==> src/rtl/corral_pkg.sv <==
// Shared types and constants for the Corral game engine.
//   state_t    : engine FSM states
//   POS_W      : width of a track slot index (16-slot circular track)
//   HORSE_BASE : horse start slot before the random 0..3 offset
//   LFSR_TAPS  : feedback mask for x^8+x^6+x^5+x^4+1 (bit 7 = x^8 term)
//   wrap_add   : add a signed 3-bit step to a slot, wrapping mod 16
package corral_pkg;

  typedef enum logic [2:0] {OVER, WAIT, COWBOY, HORSE, JUDGE} state_t;

  localparam int POS_W = 4;
  localparam logic [POS_W-1:0] HORSE_BASE = 4'd8;
  localparam logic [7:0] LFSR_TAPS = 8'b1011_1000;

  // Sign-extending the step and truncating the sum gives mod-16 wrap for free.
  function automatic logic [POS_W-1:0] wrap_add(input logic [POS_W-1:0] pos,
                                                 input logic [2:0] step);
    return pos + {step[2], step};
  endfunction

endpackage

==> src/rtl/corral_game_engine_if.sv <==
// Command/status bundle between the I/O wrapper (master) and the engine (slave).
//   enter      : command strobe, honoured only while ready=1
//   move       : signed cowboy step, -4..+3
//   cowboyPos  : cowboy slot 0..15
//   horsePos   : horse slot 0..15
//   gameover   : 1 = no game in progress
//   lostwon    : 1 = last game won (valid while gameover=1)
//   ready      : engine accepts enter this cycle
//   turns_left : remaining turns in current game
interface corral_game_engine_if;
  import corral_pkg::*;

  logic             enter;
  logic [2:0]       move;
  logic [POS_W-1:0] cowboyPos;
  logic [POS_W-1:0] horsePos;
  logic             gameover;
  logic             lostwon;
  logic             ready;
  logic [3:0]       turns_left;

  modport master (
    output enter, move,
    input  cowboyPos, horsePos, gameover, lostwon, ready, turns_left
  );

  modport slave (
    input  enter, move,
    output cowboyPos, horsePos, gameover, lostwon, ready, turns_left
  );

endinterface

==> src/rtl/corral_lfsr.sv <==
// Free-running 8-bit Fibonacci LFSR, polynomial x^8+x^6+x^5+x^4+1.
//   clock   : system clock
//   reset_n : synchronous active-low reset, loads SEED (0 is forced to 1)
//   q       : current LFSR state, never zero
module corral_lfsr
  import corral_pkg::*;
#(
  parameter logic [7:0] SEED = 8'hA5
) (
  input  logic       clock,
  input  logic       reset_n,
  output logic [7:0] q
);

  // An all-zero state would lock the register, so a zero seed is replaced.
  localparam logic [7:0] SEED_EFF = (SEED == 8'h00) ? 8'h01 : SEED;

  // NOTE: clocked state uses non-blocking assignments so every register
  // samples pre-edge values, independent of process evaluation order.
  always_ff @(posedge clock) begin
    if (!reset_n) q <= SEED_EFF;
    else          q <= {q[6:0], ^(q & LFSR_TAPS)};
  end

endmodule

==> src/rtl/corral_game_engine.sv <==
// Corral game core: cowboy/horse positions on a 16-slot ring, turn counter,
// win/loss decision. One turn = WAIT -> COWBOY -> HORSE -> JUDGE; a catch
// on the cowboy step skips HORSE.
//   clock   : system clock, all state on posedge
//   reset_n : synchronous active-low reset
//   bus     : command/status bundle (slave side), all outputs registered
module corral_game_engine
  import corral_pkg::*;
#(
  parameter int unsigned MAX_TURNS = 12,
  parameter logic [7:0]  LFSR_SEED = 8'hA5
) (
  input  logic                  clock,
  input  logic                  reset_n,
  corral_game_engine_if.slave   bus
);

  state_t           state_q, state_d;
  logic [2:0]       move_q, move_d;
  logic             win_q, win_d;
  logic [POS_W-1:0] cowboy_q, cowboy_d;
  logic [POS_W-1:0] horse_q, horse_d;
  logic [3:0]       turns_q, turns_d;
  logic             gameover_q, gameover_d;
  logic             lostwon_q, lostwon_d;
  logic             ready_q, ready_d;

  logic [7:0]       lfsr_q;
  logic             lfsr_unused;
  logic [POS_W-1:0] cowboy_sum;
  logic             caught;
  logic [POS_W-1:0] horse_cand;

  corral_lfsr #(.SEED(LFSR_SEED)) u_lfsr (
    .clock   (clock),
    .reset_n (reset_n),
    .q       (lfsr_q)
  );

  // Only the low three bits steer the game; the rest just keep the sequence long.
  assign lfsr_unused = ^lfsr_q[7:3];

  assign cowboy_sum = wrap_add(cowboy_q, move_q);
  assign caught     = (cowboy_sum == horse_q);
  assign horse_cand = lfsr_q[2] ? horse_q - {2'b00, lfsr_q[1:0]}
                                : horse_q + {2'b00, lfsr_q[1:0]};

  // State register.
  always_ff @(posedge clock) begin
    if (!reset_n) state_q <= OVER;
    else          state_q <= state_d;
  end

  // Next-state logic.
  // NOTE: every combinational output is given a default before the case so
  // no path leaves it unassigned, which would otherwise infer a latch.
  always_comb begin
    state_d = state_q;
    unique case (state_q)
      OVER:    if (bus.enter) state_d = WAIT;
      WAIT:    if (bus.enter) state_d = COWBOY;
      COWBOY:  state_d = caught ? JUDGE : HORSE;
      HORSE:   state_d = JUDGE;
      JUDGE:   state_d = (win_q || turns_q == 4'd1) ? OVER : WAIT;
      default: state_d = OVER;
    endcase
  end

  // Output / datapath next values.
  always_comb begin
    move_d     = move_q;
    win_d      = win_q;
    cowboy_d   = cowboy_q;
    horse_d    = horse_q;
    turns_d    = turns_q;
    gameover_d = gameover_q;
    lostwon_d  = lostwon_q;
    unique case (state_q)
      OVER: if (bus.enter) begin
        cowboy_d   = '0;
        horse_d    = HORSE_BASE + {2'b00, lfsr_q[1:0]};
        turns_d    = 4'(MAX_TURNS);
        gameover_d = 1'b0;
      end
      WAIT: if (bus.enter) move_d = bus.move;
      COWBOY: begin
        cowboy_d = cowboy_sum;
        win_d    = caught;
      end
      // The horse refuses to step onto the cowboy, so only the cowboy can catch.
      HORSE: if (horse_cand != cowboy_q) horse_d = horse_cand;
      JUDGE: begin
        turns_d = turns_q - 4'd1;
        win_d   = 1'b0;
        if (win_q) begin
          gameover_d = 1'b1;
          lostwon_d  = 1'b1;
        end else if (turns_q == 4'd1) begin
          gameover_d = 1'b1;
          lostwon_d  = 1'b0;
        end
      end
      default: ;
    endcase
    // ready is registered from the state being entered, so it lines up with it.
    ready_d = (state_d == OVER) || (state_d == WAIT);
  end

  // Datapath registers.
  // NOTE: all of these are few flops with defined reset values; nothing here
  // is a memory array, so resetting every one of them is cheap and safe.
  always_ff @(posedge clock) begin
    if (!reset_n) begin
      move_q     <= '0;
      win_q      <= 1'b0;
      cowboy_q   <= '0;
      horse_q    <= HORSE_BASE;
      turns_q    <= '0;
      gameover_q <= 1'b1;
      lostwon_q  <= 1'b0;
      ready_q    <= 1'b1;
    end else begin
      move_q     <= move_d;
      win_q      <= win_d;
      cowboy_q   <= cowboy_d;
      horse_q    <= horse_d;
      turns_q    <= turns_d;
      gameover_q <= gameover_d;
      lostwon_q  <= lostwon_d;
      ready_q    <= ready_d;
    end
  end

  assign bus.cowboyPos  = cowboy_q;
  assign bus.horsePos   = horse_q;
  assign bus.turns_left = turns_q;
  assign bus.gameover   = gameover_q;
  assign bus.lostwon    = lostwon_q;
  assign bus.ready      = ready_q;

endmodule

==> src/flat_wrapper.sv <==
// flat-port wrapper written by rule: the top's interface ports become plain ports
module corral_game_engine_flat import corral_pkg::*;
#(
  parameter int unsigned MAX_TURNS = 12,
  parameter logic [7:0]  LFSR_SEED = 8'hA5
)
  (clock, reset_n, bus_enter, bus_move, bus_cowboyPos, bus_horsePos, bus_gameover, bus_lostwon, bus_ready, bus_turns_left);
  corral_game_engine_if bus_i ();
  input  logic clock;
  input  logic reset_n;
  input wire logic [$bits(bus_i.enter)-1:0] bus_enter;
  input wire logic [$bits(bus_i.move)-1:0] bus_move;
  output wire logic [$bits(bus_i.cowboyPos)-1:0] bus_cowboyPos;
  output wire logic [$bits(bus_i.horsePos)-1:0] bus_horsePos;
  output wire logic [$bits(bus_i.gameover)-1:0] bus_gameover;
  output wire logic [$bits(bus_i.lostwon)-1:0] bus_lostwon;
  output wire logic [$bits(bus_i.ready)-1:0] bus_ready;
  output wire logic [$bits(bus_i.turns_left)-1:0] bus_turns_left;
  assign bus_i.enter = bus_enter;
  assign bus_i.move = bus_move;
  assign bus_cowboyPos = bus_i.cowboyPos;
  assign bus_horsePos = bus_i.horsePos;
  assign bus_gameover = bus_i.gameover;
  assign bus_lostwon = bus_i.lostwon;
  assign bus_ready = bus_i.ready;
  assign bus_turns_left = bus_i.turns_left;
  corral_game_engine #(.MAX_TURNS(MAX_TURNS), .LFSR_SEED(LFSR_SEED)) u_core (.clock(clock), .reset_n(reset_n), .bus(bus_i));
endmodule
==> config.mk <==
export PLATFORM = sky130hd
export DESIGN_NAME = corral_game_engine_flat
export DESIGN_NICKNAME = d
export VERILOG_FILES = /design/src/rtl/corral_pkg.sv /design/src/rtl/corral_game_engine_if.sv /design/src/rtl/corral_lfsr.sv /design/src/rtl/corral_game_engine.sv /design/src/flat_wrapper.sv
export SDC_FILE = /design/constraint.sdc
export NUM_CORES = 1
export LEC_CHECK = 0
export ABC_AREA = 1
export BUFFER_PORTS_ARGS = -buffer_cell sky130_fd_sc_hd__buf_2
export CAP_MARGIN = 10
export CORE_MARGIN = 5
export CORE_UTILIZATION = 45
export DETAILED_ROUTE_END_ITERATION = 8
export PLACE_DENSITY = 0.65
export SLEW_MARGIN = 20
export SYNTH_ARGS = -nofsm -noshare
export SYNTH_HDL_FRONTEND = slang
export SYNTH_SLANG_ARGS = --single-unit
==> constraint.sdc <==
create_clock -name clock -period 2.4 [get_ports clock]
set_input_delay 0.24 -clock clock [delete_from_list [all_inputs] [get_ports clock]]
set_output_delay 0.24 -clock clock [all_outputs]
set_load 0.01 [all_outputs]
==> results of run 1 <==
layer usage:
layer,global-route usage [%],vias up
met1,16.6,646
li1,-,748
met5,0,-
met3,5.54,6
met2,24.3,23
met4,6.26,0
power by group:
part | total (W) | switching [W] | internal [W]
Sequential | 0.000570 | 0.0000348 | 0.000535
Combinational | 0.000331 | 0.000196 | 0.000135
Clock | 0.000478 | 0.000189 | 0.000289
Total | 0.00138 | 0.000419 | 0.000959
layout by cell type, fill, tap and decap left out, types with 3 or more instances in the layout:
cell and n:
nand3_1 20, nor2_2 3, xnor2_1 5, xor2_1 5
buf_2 20, inv_1 27, nor3_2 3, inv_2 5
o21ai_0 5, or2_2 3, dfxtp_1 29, a21oi_1 16
nor2_1 14, clkbuf_8 8, nand2_2 6, nand2_1 45
ha_1 8
what timing repair did:
action,4_1_cts,5_1_grt
hold buffers,0,0
setup endpoints to repair,0,4
buffers inserted,0,0
gates resized for setup,0,4
cell type report:
cell class                 count  share of cell area, %
clock buffer                   8                   5.73
inverter                      32                   6.25
multi-input combinational    153                   48.0
sequential                    30                   31.3
tap                           48                   3.12
timing repair buffer          21                   5.60
critical path: cells and delay by family, from the launching register on:
kind / cells / cell delay [ns]
AO/OA/AOI/OAI: 1 / 0.06
XOR/XNOR: 1 / 0.15
adder cells (fa/ha/maj): 2 / 0.81
buffers and inverters: 2 / 0.12
flip-flops: 1 / 0.35
AND/OR/NAND/NOR: 7 / 0.59
registers in the layout (all words and copies together), names as in the netlist:
signal                 cells
u_core.state_q             3
u_core.move_q              3
u_core.bus.turns_left      4
u_core.win_q               1
u_core.bus.gameover        1
u_core.bus.horsePos        4
u_core.bus.cowboyPos       4
u_core.bus.lostwon         1
u_core.u_lfsr.q            8
u_core.bus.ready           1
logic make-up (layout without fill, tap and decap cells):
group | count (synthesis) | in the layout
simple gates | 103 | 103
buf+inv | 34 | 61
flops | 30 | 30
compound gates | 29 | 29
fa+ha+maj | 11 | 11
xor+xnor | 10 | 10
final timing paths:
kind                      start                      to  slack (ns)  cells after the start
max          u_core.u_lfsr.q[0]  u_core.bus.horsePos[0]        0.21                     13
min                 bus_move[2]        u_core.move_q[2]        0.22                      3
max reg2reg  u_core.u_lfsr.q[0]  u_core.bus.horsePos[0]        0.21                     13
min reg2reg  u_core.u_lfsr.q[6]      u_core.u_lfsr.q[7]        0.41                      1
through the flow:
stage	util, %	setup WS (ns)
finish	53.3	0.213
global route	53.3	0.0402
CTS	53.1	0.0389
detailed placement	50.1	0.0529
global placement	50.1	0.129
floorplan	-	0.211
==> results.txt, run 1 <==
status: completed
peak supply drop: 0.000394 V
syn_nets: 234
CTS buffer count: 5
crit-path max FO: 7
Final setup viols: 0
Routed Antenna Nets: 0
CP cell instances: inv_1 > ha_1 > inv_1 > o21ai_2 > fa_1 > xor2_1 > nand2_1 > nor2_1 > nand3_1 > nand2_2 > nand2_4 > nor2_1 > nor2_2
via count: 1423
Tightest Pin Transition: 0.540 ns
compound-gate portion of the synthesized area: 10.3%
clk slew on worst S/H paths: 0.06 ns
design area: 1920 um^2
crit end category: flip-flop
Max Cap Viol: 0
EDFF count, synth: 0
Seq cells post-synth: 30
min-delay worst type: input pin to flip-flop
CTS tree: yes
GR Overflow Total: 0
initial antenna violation count: 0
Cells after Synth: 217
I/O pins: 21
CTS Buffer Depth: 2
largest net degree at the start of global routing: 17
Die H: 70.6 um
post-synth top area cell: dfxtp_1
initial DRC count: 56
final WL: 3360 um
Primary FF master, synth: dfxtp_1
die span in x: 70.6 um
Syn Area/Cell: 7.62 um^2
drt first pass iters: 4
core area: 3610 um^2
first-pass GRT wire length: 5680 um
Worst Skew: 0.00548 ns
largest family of logic cells by synthesized area: simple AND/OR/NAND/NOR gates
top cells by area, synth: dfxtp_1, nand2_1, ha_1
DPL Wire Length: 2610 um
critical path class: flip-flop to flip-flop
worst hold slack: 0.220 ns
synth cell count leaders: nand2_1, dfxtp_1, inv_1, nand3_1, a21oi_1
layout cell share with drive strength beyond 1: 23.8%
met3 WL: 180 um
Starting Density: 45.8%
GPL Wtd Cong: 0.774
WP data required: 2.59 ns
Tmin final: 2.19 ns
RSZ-0062 raised after global routing: no
Worst path slowest cell: fa_1
Reg area: 602 um^2
multi-input logic area: 923 um^2
Synth Area in XOR/XNOR: 5.30%
FILL cells: 363
clock latency on the worst-skew pair: 0.29 ns
final hold viol count: 0
Top Layer Used: met4
CP peak stage delay: 0.54 ns
Yosys warnings: 0
die area: 4990 um^2
number of library cell types mapped by synthesis: 33
CP arrival: 2.37 ns
placed instance count: 284
cell area after synthesis: 1650 um^2
CTS sink count: 30
max_slew headroom: 63.9%
Final #Nets: 260
max-slew violations: 0
PD cells: 717 nW/um^2
sequential area share after synthesis: 36.3%
detailed-route DRC error count: 0
total track usage: 14.5%
Area Overhead vs Synth: 16.4%
count leader, synth: nand2_1
setup TNS: 0 ns
Startpoint Class: flip-flop
IO buf count: 20
maximum level of the CTS H-tree: 2
ys async rst share: 0%
vias in the first global route: 1294
Clock Root Buffer: clkbuf_8
drt wl/cell: 11.5 um
Yosys top cell area share: 36.3%
Area after DPL: 1810 um^2
total power: 0.00138 W
met1 wire length: 1540 um
fmax: 457 MHz
Site Rows: 22
Period Utilization, post-route: 91.1%
simple-gate share of the synthesized area: 30.7%
routed wl met2: 1590 um
ANT cells: 0
mux cell area share after synthesis: 0%
adder-cell share of the synthesized area: 9.24%
Finished Layout Cells: 292
P_leak: 0.914 nW
Via density: 4.87
No activity file was read; power rests on OpenSTA's default activity.
==> run 2, diff against run 1 <==
--- a/config.mk
+++ b/config.mk
@@ -7,7 +7,8 @@
 export LEC_CHECK = 0
 export ABC_AREA = 1
 export BUFFER_PORTS_ARGS = -buffer_cell sky130_fd_sc_hd__buf_2
-export CAP_MARGIN = 10
+export CAP_MARGIN = 20
+export CORE_ASPECT_RATIO = 2
 export CORE_MARGIN = 5
 export CORE_UTILIZATION = 45
 export DETAILED_ROUTE_END_ITERATION = 8
==> results.txt, run 2 (synthesis results as in run 1) <==
GPL Wtd Cong: 0.767 (-0.96%)
fmax: 454 MHz (-0.79%)
peak supply drop: 0.000325 V (-17%)
Via density: 4.88 (+0.14%)
Clock Root Buffer: clkbuf_8
RSZ-0062 raised after global routing: no
worst hold slack: 0.224 ns (+0.00447 ns)
min-delay worst type: input pin to flip-flop
Final #Nets: 260 (unchanged)
Site Rows: 31 (+41%)
largest net degree at the start of global routing: 17 (unchanged)
DPL Wire Length: 2830 um (+8.2%)
post-CTS sizing: 0 (unchanged)
drt first pass iters: 4 (unchanged)
via count: 1425 (+0.14%)
die area: 5060 um^2 (+1.5%)
IO buf count: 20 (unchanged)
CTS buffer count: 5 (unchanged)
detailed-route DRC error count: 0 (unchanged)
WP data required: 2.58 ns (about the same)
CP peak stage delay: 0.36 ns (-0.18 ns)
Area Overhead vs Synth: 14.4%
max_slew headroom: 64.1% (+0.19 points)
setup TNS: 0 ns (unchanged)
critical path class: flip-flop to flip-flop
Biggest register: u_core.u_lfsr.q
max-slew violations: 0 (unchanged)
total power: 0.00127 W (-7.6%)
crit path buf inv count: 2 (unchanged)
max reg flops: 8 (unchanged)
Worst Skew: 0.0114 ns (+0.00593 ns)
CTS Buffer Depth: 2 (unchanged)
PD cells: 674 nW/um^2 (-6.0%)
Tightest Pin Transition: 0.537 ns (-0.00286 ns)
maximum level of the CTS H-tree: 2 (unchanged)
setup bufs post-CTS: 0 (unchanged)
Tmin final: 2.20 ns (+0.0174 ns)
Routed Antenna Nets: 0 (unchanged)
commonest non-fill, non-tap cells in the layout: nand2_1, dfxtp_1, inv_1, nand3_1, buf_2
Most Frequent Cell on Critical Path: nand3_1
status: completed
layout cell share with drive strength beyond 1: 23.0% (-0.73 points)
P_leak: 0.902 nW (-1.3%)
total track usage: 16.3% (+1.8 points)
most common cell after layout, fill and taps aside: nand2_1
initial antenna violation count: 0 (unchanged)
core area: 3610 um^2 (about the same)
Max Cap Viol: 0 (unchanged)
crit end category: flip-flop
placed instance count: 285 (+0.35%)
clock latency on the worst-skew pair: 0.28 ns (about the same)
Worst path slowest cell: dfxtp_1
CP cell instances: inv_1 > ha_1 > nor2_2 > inv_1 > ha_1 > or2_0 > nand2_1 > nand3_1 > nand3_1 > nand3_1 > nand2_2 > nand2_4 > nor2_1 > nor2_2
Period Utilization, post-route: 91.9% (+0.73 points)
Finished Layout Cells: 292 (unchanged)
first-pass GRT wire length: 6030 um (+6.2%)
GR Overflow Total: 0 (unchanged)
Final setup viols: 0 (unchanged)
die span in x: 52.9 um (-25%)
Crit path max-delay family: simple AND/OR/NAND/NOR gates
ANT cells: 0 (unchanged)
Final Util: 52.4% (-0.92 points)
Die H: 95.7 um (+36%)
vias in the first global route: 1409 (+8.9%)
clk slew on worst S/H paths: 0.07 ns (about the same)
CTS sink count: 30 (unchanged)
final hold viol count: 0 (unchanged)
Starting Density: 45.8% (about the same)
final WL: 3520 um (+4.6%)
CP arrival: 2.38 ns (about the same)
I/O pins: 21 (unchanged)
hold buffers post-CTS: 0 (unchanged)
crit-path max FO: 7 (unchanged)
Startpoint Class: flip-flop
CTS tree: yes
drt wl/cell: 12.0 um (+4.6%)
initial DRC count: 25 (-55%)
==> run 2: path summary, 6_finish.rpt <==
path | start | to | slack [ns] | cells past startpoint
max | u_core.u_lfsr.q[1] | u_core.bus.horsePos[0] | 0.20 | 14
min | bus_move[1] | u_core.move_q[1] | 0.22 | 3
max reg2reg | u_core.u_lfsr.q[1] | u_core.bus.horsePos[0] | 0.20 | 14
min reg2reg | u_core.u_lfsr.q[6] | u_core.u_lfsr.q[7] | 0.41 | 1
==> run 2: through the flow <==
stage	area [um^2]	worst slack, ns
6_report	1890	0.195
5_1_grt	1890	0.00968
4_1_cts	1890	0.0355
3_5_place_dp	1810	0.0391
3_3_place_gp	1810	0.115
2_1_floorplan	1650	0.211
==> run 2: area by class of cell <==
cell class              instances  area (um^2)
multi-input cells             153          921
clock buffers                   5         68.8
flip-flops and latches         30          602
well taps                      49         61.3
inverters                      32          120
repair buffers                 21          108
clock inverters                 2         10.0
fillers                       378         1720
==> run 2: tightest hold or removal path, delay by kind of cell <==
family | cells | cell delay, ns
buffers and inverters | 1 | 0.09
AND/OR/NAND/NOR | 1 | 0.07
AO/OA/AOI/OAI | 1 | 0.06
==> run 2: where the power goes <==
| part | internal (W) | total (W) | switching [W] | leakage (nW) |
|---|---|---|---|---|
| clock | 0.000194 | 0.000374 | 0.000180 | 0.0438 |
| combinational | 0.000134 | 0.000330 | 0.000196 | 0.612 |
| sequential | 0.000535 | 0.000570 | 0.0000347 | 0.247 |
==> run 2: metal layers <==
| metal | part of all wire (%) | GRT usage [%] |
|---|---|---|
| met5 | 0 | 0 |
| met4 | 1.6 | 6.40 |
| met3 | 3.0 | 2.79 |
| met2 | 57 | 33.4 |
| met1 | 38 | 14.7 |
